### src/rtl/ls_component_if.sv
//------------------------------------------------------------------------------
// ls_component_if
//   Bundle of the load-size unit's request/response signals.
//
//   Signals:
//     start      control unit -> unit : request a load (sampled only in IDLE)
//     controleLS control unit -> unit : size select 00 word, 01 byte,
//                                       10 half, 11 word
//     mem_data   memory       -> unit : memory read word
//     mem_rd     unit -> memory       : one-cycle read strobe per load
//     ls_out     unit -> regfile mux  : extracted load result
//     busy       unit -> control unit : high while a load is in flight
//     done       unit -> control unit : one-cycle pulse, ls_out updated
//
//   Modports:
//     slave  : the load-size unit itself
//     master : whoever sequences it (control unit / memory model)
//
//   Revision: 1.0 - initial release
//------------------------------------------------------------------------------
`default_nettype none

interface ls_component_if;
  logic        start;
  logic [1:0]  controleLS;
  logic [31:0] mem_data;
  logic        mem_rd;
  logic [31:0] ls_out;
  logic        busy;
  logic        done;

  modport slave (
    input  start,
    input  controleLS,
    input  mem_data,
    output mem_rd,
    output ls_out,
    output busy,
    output done
  );

  modport master (
    output start,
    output controleLS,
    output mem_data,
    input  mem_rd,
    input  ls_out,
    input  busy,
    input  done
  );
endinterface

`default_nettype wire

### src/rtl/ls_component.sv
//------------------------------------------------------------------------------
// ls_component
//   Load-size unit. On an accepted start it strobes mem_rd for one cycle,
//   waits MEM_LATENCY cycles for the memory word, extracts a word, halfword
//   or byte from it and presents the result on ls_out with a one-cycle done
//   pulse.
//
//   Ports:
//     clk    : system clock, rising edge
//     reset  : asynchronous, active-low reset
//     bus    : ls_component_if.slave (start, controleLS, mem_data in;
//              mem_rd, ls_out, busy, done out)
//
//   Parameters:
//     MEM_LATENCY : cycles from the end of the mem_rd cycle to valid
//                   mem_data, 1..7
//     CNT_W       : latency counter width, must hold MEM_LATENCY
//
//   Build option:
//     LS_SIGN_EXT_EN : when defined, byte and half results are sign-extended;
//                      otherwise they are zero-extended. Timing is identical.
//
//   Revision: 1.0 - initial release
//------------------------------------------------------------------------------
`default_nettype none

module ls_component #(
  parameter int MEM_LATENCY = 2,
  parameter int CNT_W       = 3
) (
  input  logic           clk,
  input  logic           reset,
  ls_component_if.slave  bus
);

  // State encoding
  localparam logic [1:0] S_IDLE = 2'd0;
  localparam logic [1:0] S_READ = 2'd1;
  localparam logic [1:0] S_WAIT = 2'd2;
  localparam logic [1:0] S_DONE = 2'd3;

  // Size select encoding
  localparam logic [1:0] SZ_BYTE = 2'b01;
  localparam logic [1:0] SZ_HALF = 2'b10;

  localparam logic [CNT_W-1:0] LAT_INIT = CNT_W'(MEM_LATENCY);
  localparam logic [CNT_W-1:0] CNT_ONE  = CNT_W'(1);

  logic [1:0]       state;
  logic [1:0]       state_next;
  logic [CNT_W-1:0] cnt;
  logic [1:0]       size;
  logic [31:0]      result;
  logic [31:0]      extracted;

  // Lane extraction from the latched size. Lanes are fixed at [7:0] and
  // [15:0]; there is no address-based shifting, mirroring the store side.
  always_comb begin
    extracted = bus.mem_data;
    case (size)
`ifdef LS_SIGN_EXT_EN
      SZ_BYTE: extracted = {{24{bus.mem_data[7]}}, bus.mem_data[7:0]};
      SZ_HALF: extracted = {{16{bus.mem_data[15]}}, bus.mem_data[15:0]};
`else
      SZ_BYTE: extracted = {24'h0, bus.mem_data[7:0]};
      SZ_HALF: extracted = {16'h0, bus.mem_data[15:0]};
`endif
      default: extracted = bus.mem_data;  // 00 word, 11 treated as word
    endcase
  end

  always_comb begin
    state_next = state;
    case (state)
      S_IDLE:  if (bus.start) state_next = S_READ;
      S_READ:  state_next = S_WAIT;
      S_WAIT:  if (cnt == CNT_ONE) state_next = S_DONE;
      S_DONE:  state_next = S_IDLE;
      default: state_next = S_IDLE;
    endcase
  end

  always_ff @(posedge clk or negedge reset) begin
    if (!reset) begin
      state  <= S_IDLE;
      cnt    <= '0;
      size   <= 2'b00;
      result <= 32'h0;
    end else begin
      state <= state_next;
      case (state)
        S_IDLE: begin
          // Size is latched only on acceptance, so later controleLS
          // changes cannot disturb the load in flight.
          if (bus.start) size <= bus.controleLS;
        end
        S_READ: cnt <= LAT_INIT;
        S_WAIT: begin
          if (cnt == CNT_ONE) result <= extracted;
          else                cnt    <= cnt - CNT_ONE;
        end
        default: ;
      endcase
    end
  end

  // Strobes decode from the state register only; an asynchronous reset
  // therefore drops them immediately.
  assign bus.mem_rd = (state == S_READ);
  assign bus.busy   = (state != S_IDLE);
  assign bus.done   = (state == S_DONE);
  assign bus.ls_out = result;

endmodule

`default_nettype wire

### src/flat_wrapper.sv
// flat-port wrapper written by rule: the top's interface ports become plain ports
module ls_component_flat 
#(
  parameter int MEM_LATENCY = 2,
  parameter int CNT_W       = 3
)
  (clk, reset, bus_start, bus_controleLS, bus_mem_data, bus_mem_rd, bus_ls_out, bus_busy, bus_done);
  ls_component_if bus_i ();
  input  logic clk;
  input  logic reset;
  input wire logic [$bits(bus_i.start)-1:0] bus_start;
  input wire logic [$bits(bus_i.controleLS)-1:0] bus_controleLS;
  input wire logic [$bits(bus_i.mem_data)-1:0] bus_mem_data;
  output wire logic [$bits(bus_i.mem_rd)-1:0] bus_mem_rd;
  output wire logic [$bits(bus_i.ls_out)-1:0] bus_ls_out;
  output wire logic [$bits(bus_i.busy)-1:0] bus_busy;
  output wire logic [$bits(bus_i.done)-1:0] bus_done;
  assign bus_i.start = bus_start;
  assign bus_i.controleLS = bus_controleLS;
  assign bus_i.mem_data = bus_mem_data;
  assign bus_mem_rd = bus_i.mem_rd;
  assign bus_ls_out = bus_i.ls_out;
  assign bus_busy = bus_i.busy;
  assign bus_done = bus_i.done;
  ls_component #(.MEM_LATENCY(MEM_LATENCY), .CNT_W(CNT_W)) u_core (.clk(clk), .reset(reset), .bus(bus_i));
endmodule
### config.mk
export PLATFORM = sky130hd
export DESIGN_NAME = ls_component_flat
export DESIGN_NICKNAME = d
export VERILOG_FILES = /design/src/rtl/ls_component_if.sv /design/src/rtl/ls_component.sv /design/src/flat_wrapper.sv
export SDC_FILE = /design/constraint.sdc
export NUM_CORES = 1
export LEC_CHECK = 0
export CAP_MARGIN = 30
export CELL_PAD_IN_SITES_DETAIL_PLACEMENT = 0
export CELL_PAD_IN_SITES_GLOBAL_PLACEMENT = 1
export CORE_MARGIN = 10
export CORE_UTILIZATION = 34
export DETAILED_ROUTE_END_ITERATION = 10
export PLACE_DENSITY_LB_ADDON = 0.1
export SYNTH_ARGS = -nofsm -noshare
export SYNTH_HDL_FRONTEND = slang
export SYNTH_SLANG_ARGS = --single-unit
### constraint.sdc
create_clock -name clk -period 2.15 [get_ports clk]
set_input_delay 0.215 -clock clk [delete_from_list [all_inputs] [get_ports clk]]
set_output_delay 0.215 -clock clk [all_outputs]
set_load 0.1 [all_outputs]
==> results.md <==
* Outcome: completed
* I/O pin cnt at 72
* Yosys Warn Count at 0
* Remaining antenna violation count after routing at 0
* Most common library cells after synthesis: nand2_1 (51), dfrtp_1 (39), o21ai_0 (20)
* Actual slew at the worst max-slew pin at 0.8729 ns
* Synth Area in Simple Gates at 0.1342
* CP arrival at 1.85 ns
* CTS root buf: clkbuf_8
* Number of remaining DRC errors at 0
* Unique masters post-synth at 20
* TNS Setup at 0 ns
* DR pass1 iterations at 4
* Main synth FF type: dfrtp_1
* Max H-tree Level at 2
* Peak Freq at 591.0 MHz
* Die ar. at approximately 8300 um2
* Antenna violations before repair at 0
* Pin count of the biggest net entering global routing at 49
* Chip width at 91.24 um
* CP endpoint kind: register
* Clock sinks at 39
* Adder-Cell Fraction of Synth Area at 0.06526
* Layout cell share with drive strength beyond 1 at 0.2415
* Number of global-route vias before repair at 1459
* Layout area overhead at 42.71%
* Net Count, Synth at 210
* Setup Skew at between 0.003 and 0.004 ns
* Core area at 4817 um2
* Reg2reg start: u_core.state[0]$_DFFE_PN0P_
* Worst-path clk slew at 0.07 ns
* Initial DRC count at 62
* Critical path class: register to register
* CP Max Fanout at 48
* Crit-path cells: inv_1, ha_1, nand3b_2, buf_12, nand2_1, o21ai_0
* Maxcap violations at 0
* Reg-to-reg slack, setup at 0.46 ns
* Max-slew violation count at 0
* WL final at 4299 um
* IO buf count at 71
* Tmin final at 1.692 ns
* Min-Delay Path Class: input pin to asynchronous set/reset pin
* Multiplexer share of the synthesized area at 0.08339
* End of the worst register-to-register path: u_core.bus.ls_out[22]$_DFFE_PN0P_
* Synth top area cells: dfrtp_1 (57%), nand2_1 (11%), mux2_2 (7.2%)
* Cts hold-fix bufs at 0
* Number of flops mapped to enable cells by yosys at 0
* Chip height at around 91 um
* Fillers at 458
* Via-to-Cell Ratio at 4.459
* First-pass GRT wire length at 7320 um
* Worst Setup Start Kind: register
* Synth async-reset ratio at 1.000
* Total gr overflow at 0
* CTS buffer count at 5
* Initial Util at 0.3582
* CTS Buffer Depth at 2
* Site Rows at 25
* Detailed-route via count at 1351
* Top cell type's share of synthesized area at 0.5656
* Setup bufs post-CTS at 0
* CTS tree: built
* Worst-skew pair later-pin latency at approximately 0.28 ns
* Reg2reg path depth at 6
* CP max-delay cell: dfrtp_1
* Cell taking the most area after synthesis: dfrtp_1
* Gpl congestion at 0.7199
* Global Route Usage Sum at 0.1066
* Nets at 281
* Setup violations, final at 0
* Fin crit share at 0.7869
* Most frequent cell after synthesis: nand2_1
* Inserted Diodes at 0
* Main combinational cell family by area after synthesis: simple AND/OR/NAND/NOR gates
* Synthesized area at 1725 um2
* Worst path max stage delay at 0.42 ns
* WP data required at around 2.3 ns
* Hold Violations, Final at 0
* Compound-Gate Fraction of Synth Area at 0.09355
* Mapped Cells at 164
* Avg WL per Cell at 14.19 um
* Detail Placement HPWL at 3285 um
* Post-Synth XOR/XNOR Area at 0
* Register bit total from synthesis at 39
* RSZ-0062 raised after global routing: false
* CTS resizes at 0
* Rel. slew slack at 0.4180
* Syn avg cell area at 10.52 um2
* Post-synthesis sequential area ratio at 0.5656
## how the worst max path moves through the flow
| stage | from | endpoint | slack, ns | cells after the start |
|---|---|---|---|---|
| floorplan | u_core.state[1]$_DFFE_PN0P_ | u_core.cnt[0]$_DFFE_PN0P_ | 0.24 | 4 |
| global placement | u_core.state[0]$_DFFE_PN0P_ | u_core.bus.ls_out[18]$_DFFE_PN0P_ | 0.55 | 6 |
| detailed placement | u_core.state[0]$_DFFE_PN0P_ | u_core.bus.ls_out[22]$_DFFE_PN0P_ | 0.44 | 6 |
| CTS | u_core.state[0]$_DFFE_PN0P_ | u_core.bus.ls_out[22]$_DFFE_PN0P_ | 0.42 | 5 |
| global route | u_core.state[0]$_DFFE_PN0P_ | u_core.cnt[0]$_DFFE_PN0P_ | 0.25 | 5 |
| finish | u_core.state[0]$_DFFE_PN0P_ | u_core.bus.ls_out[22]$_DFFE_PN0P_ | 0.46 | 6 |
## stage by stage
step | hold slack [ns] | util | worst slack [ns] | instance area [um2] | cells
after detailed placement | 0.3866 | 0.4943 | 0.4371 | 2381 | 295
after global placement | 0.3655 | 0.4943 | 0.5477 | 2381 | 295
after CTS | 0.07228 | 0.5112 | 0.4198 | 2462 | 303
final | 0.04527 | 0.5112 | 0.4581 | 2462 | 303
after global routing | 0.1118 | 0.5112 | 0.2454 | 2462 | 303
after floorplan | -0.08059 | - | 0.2371 | 1725 | 164
## critical path, delay by kind of cell (launching register included)
kind	cells	cell delay [ns]
adder cells (fa/ha/maj)	1	0.28
AND/OR/NAND/NOR	2	0.36
AO/OA/AOI/OAI	1	0.08
buffers and inverters	2	0.42
flip-flops	1	0.42
## cells by family after synthesis
family,Yosys count
AND/OR/NAND/NOR,57
buffers and inverters,16
multiplexers,13
flip-flops,39
adder cells (fa/ha/maj),9
AO/OA/AOI/OAI,30
## per-layer routing
metal / GRT usage / wire length [um] / up-vias
li1: - / - / 675
met2: 0.1635 / 1973 / 49
met1: 0.1316 / 1947 / 622
met5: 0 / 0 / -
met4: 0.03133 / 52 / 0
met3: 0.04774 / 327 / 5
## flip-flops by register name, indices dropped and copies added (netlist names)
register / cells
u_core.size: 2
u_core.state: 2
u_core.cnt: 3
u_core.bus.ls_out: 32
## cells in the final DEF, fill, tap and decap left out, types with 2 or more instances in the layout
| master | instances |
|---|---|
| buf_4 | 36 |
| clkbuf_1 | 2 |
| o21ai_1 | 6 |
| dfrtp_1 | 39 |
| nand2_1 | 51 |
| clkbuf_8 | 5 |
| inv_1 | 7 |
| mux2i_1 | 2 |
| mux2_2 | 11 |
| clkdlybuf4s50_1 | 35 |
| ha_1 | 9 |
| o21ai_0 | 20 |
| nor2b_1 | 2 |
## final cells by class
class / instances / area (um2) / share of cell area
timing repair buffer: 73 / 645.6 / 0.2622
inverter: 7 / 26.28 / 0.01067
sequential: 39 / 975.9 / 0.3963
clock inverter: 1 / 5.005 / 0.002033
tap: 67 / 83.83 / 0.03404
clock buffer: 7 / 76.32 / 0.03100
multi-input combinational: 109 / 649.4 / 0.2637
Power is left out: the tool's default activity adds up to more than one toggle a clock period on the data nets, which glitch-free logic cannot reach.
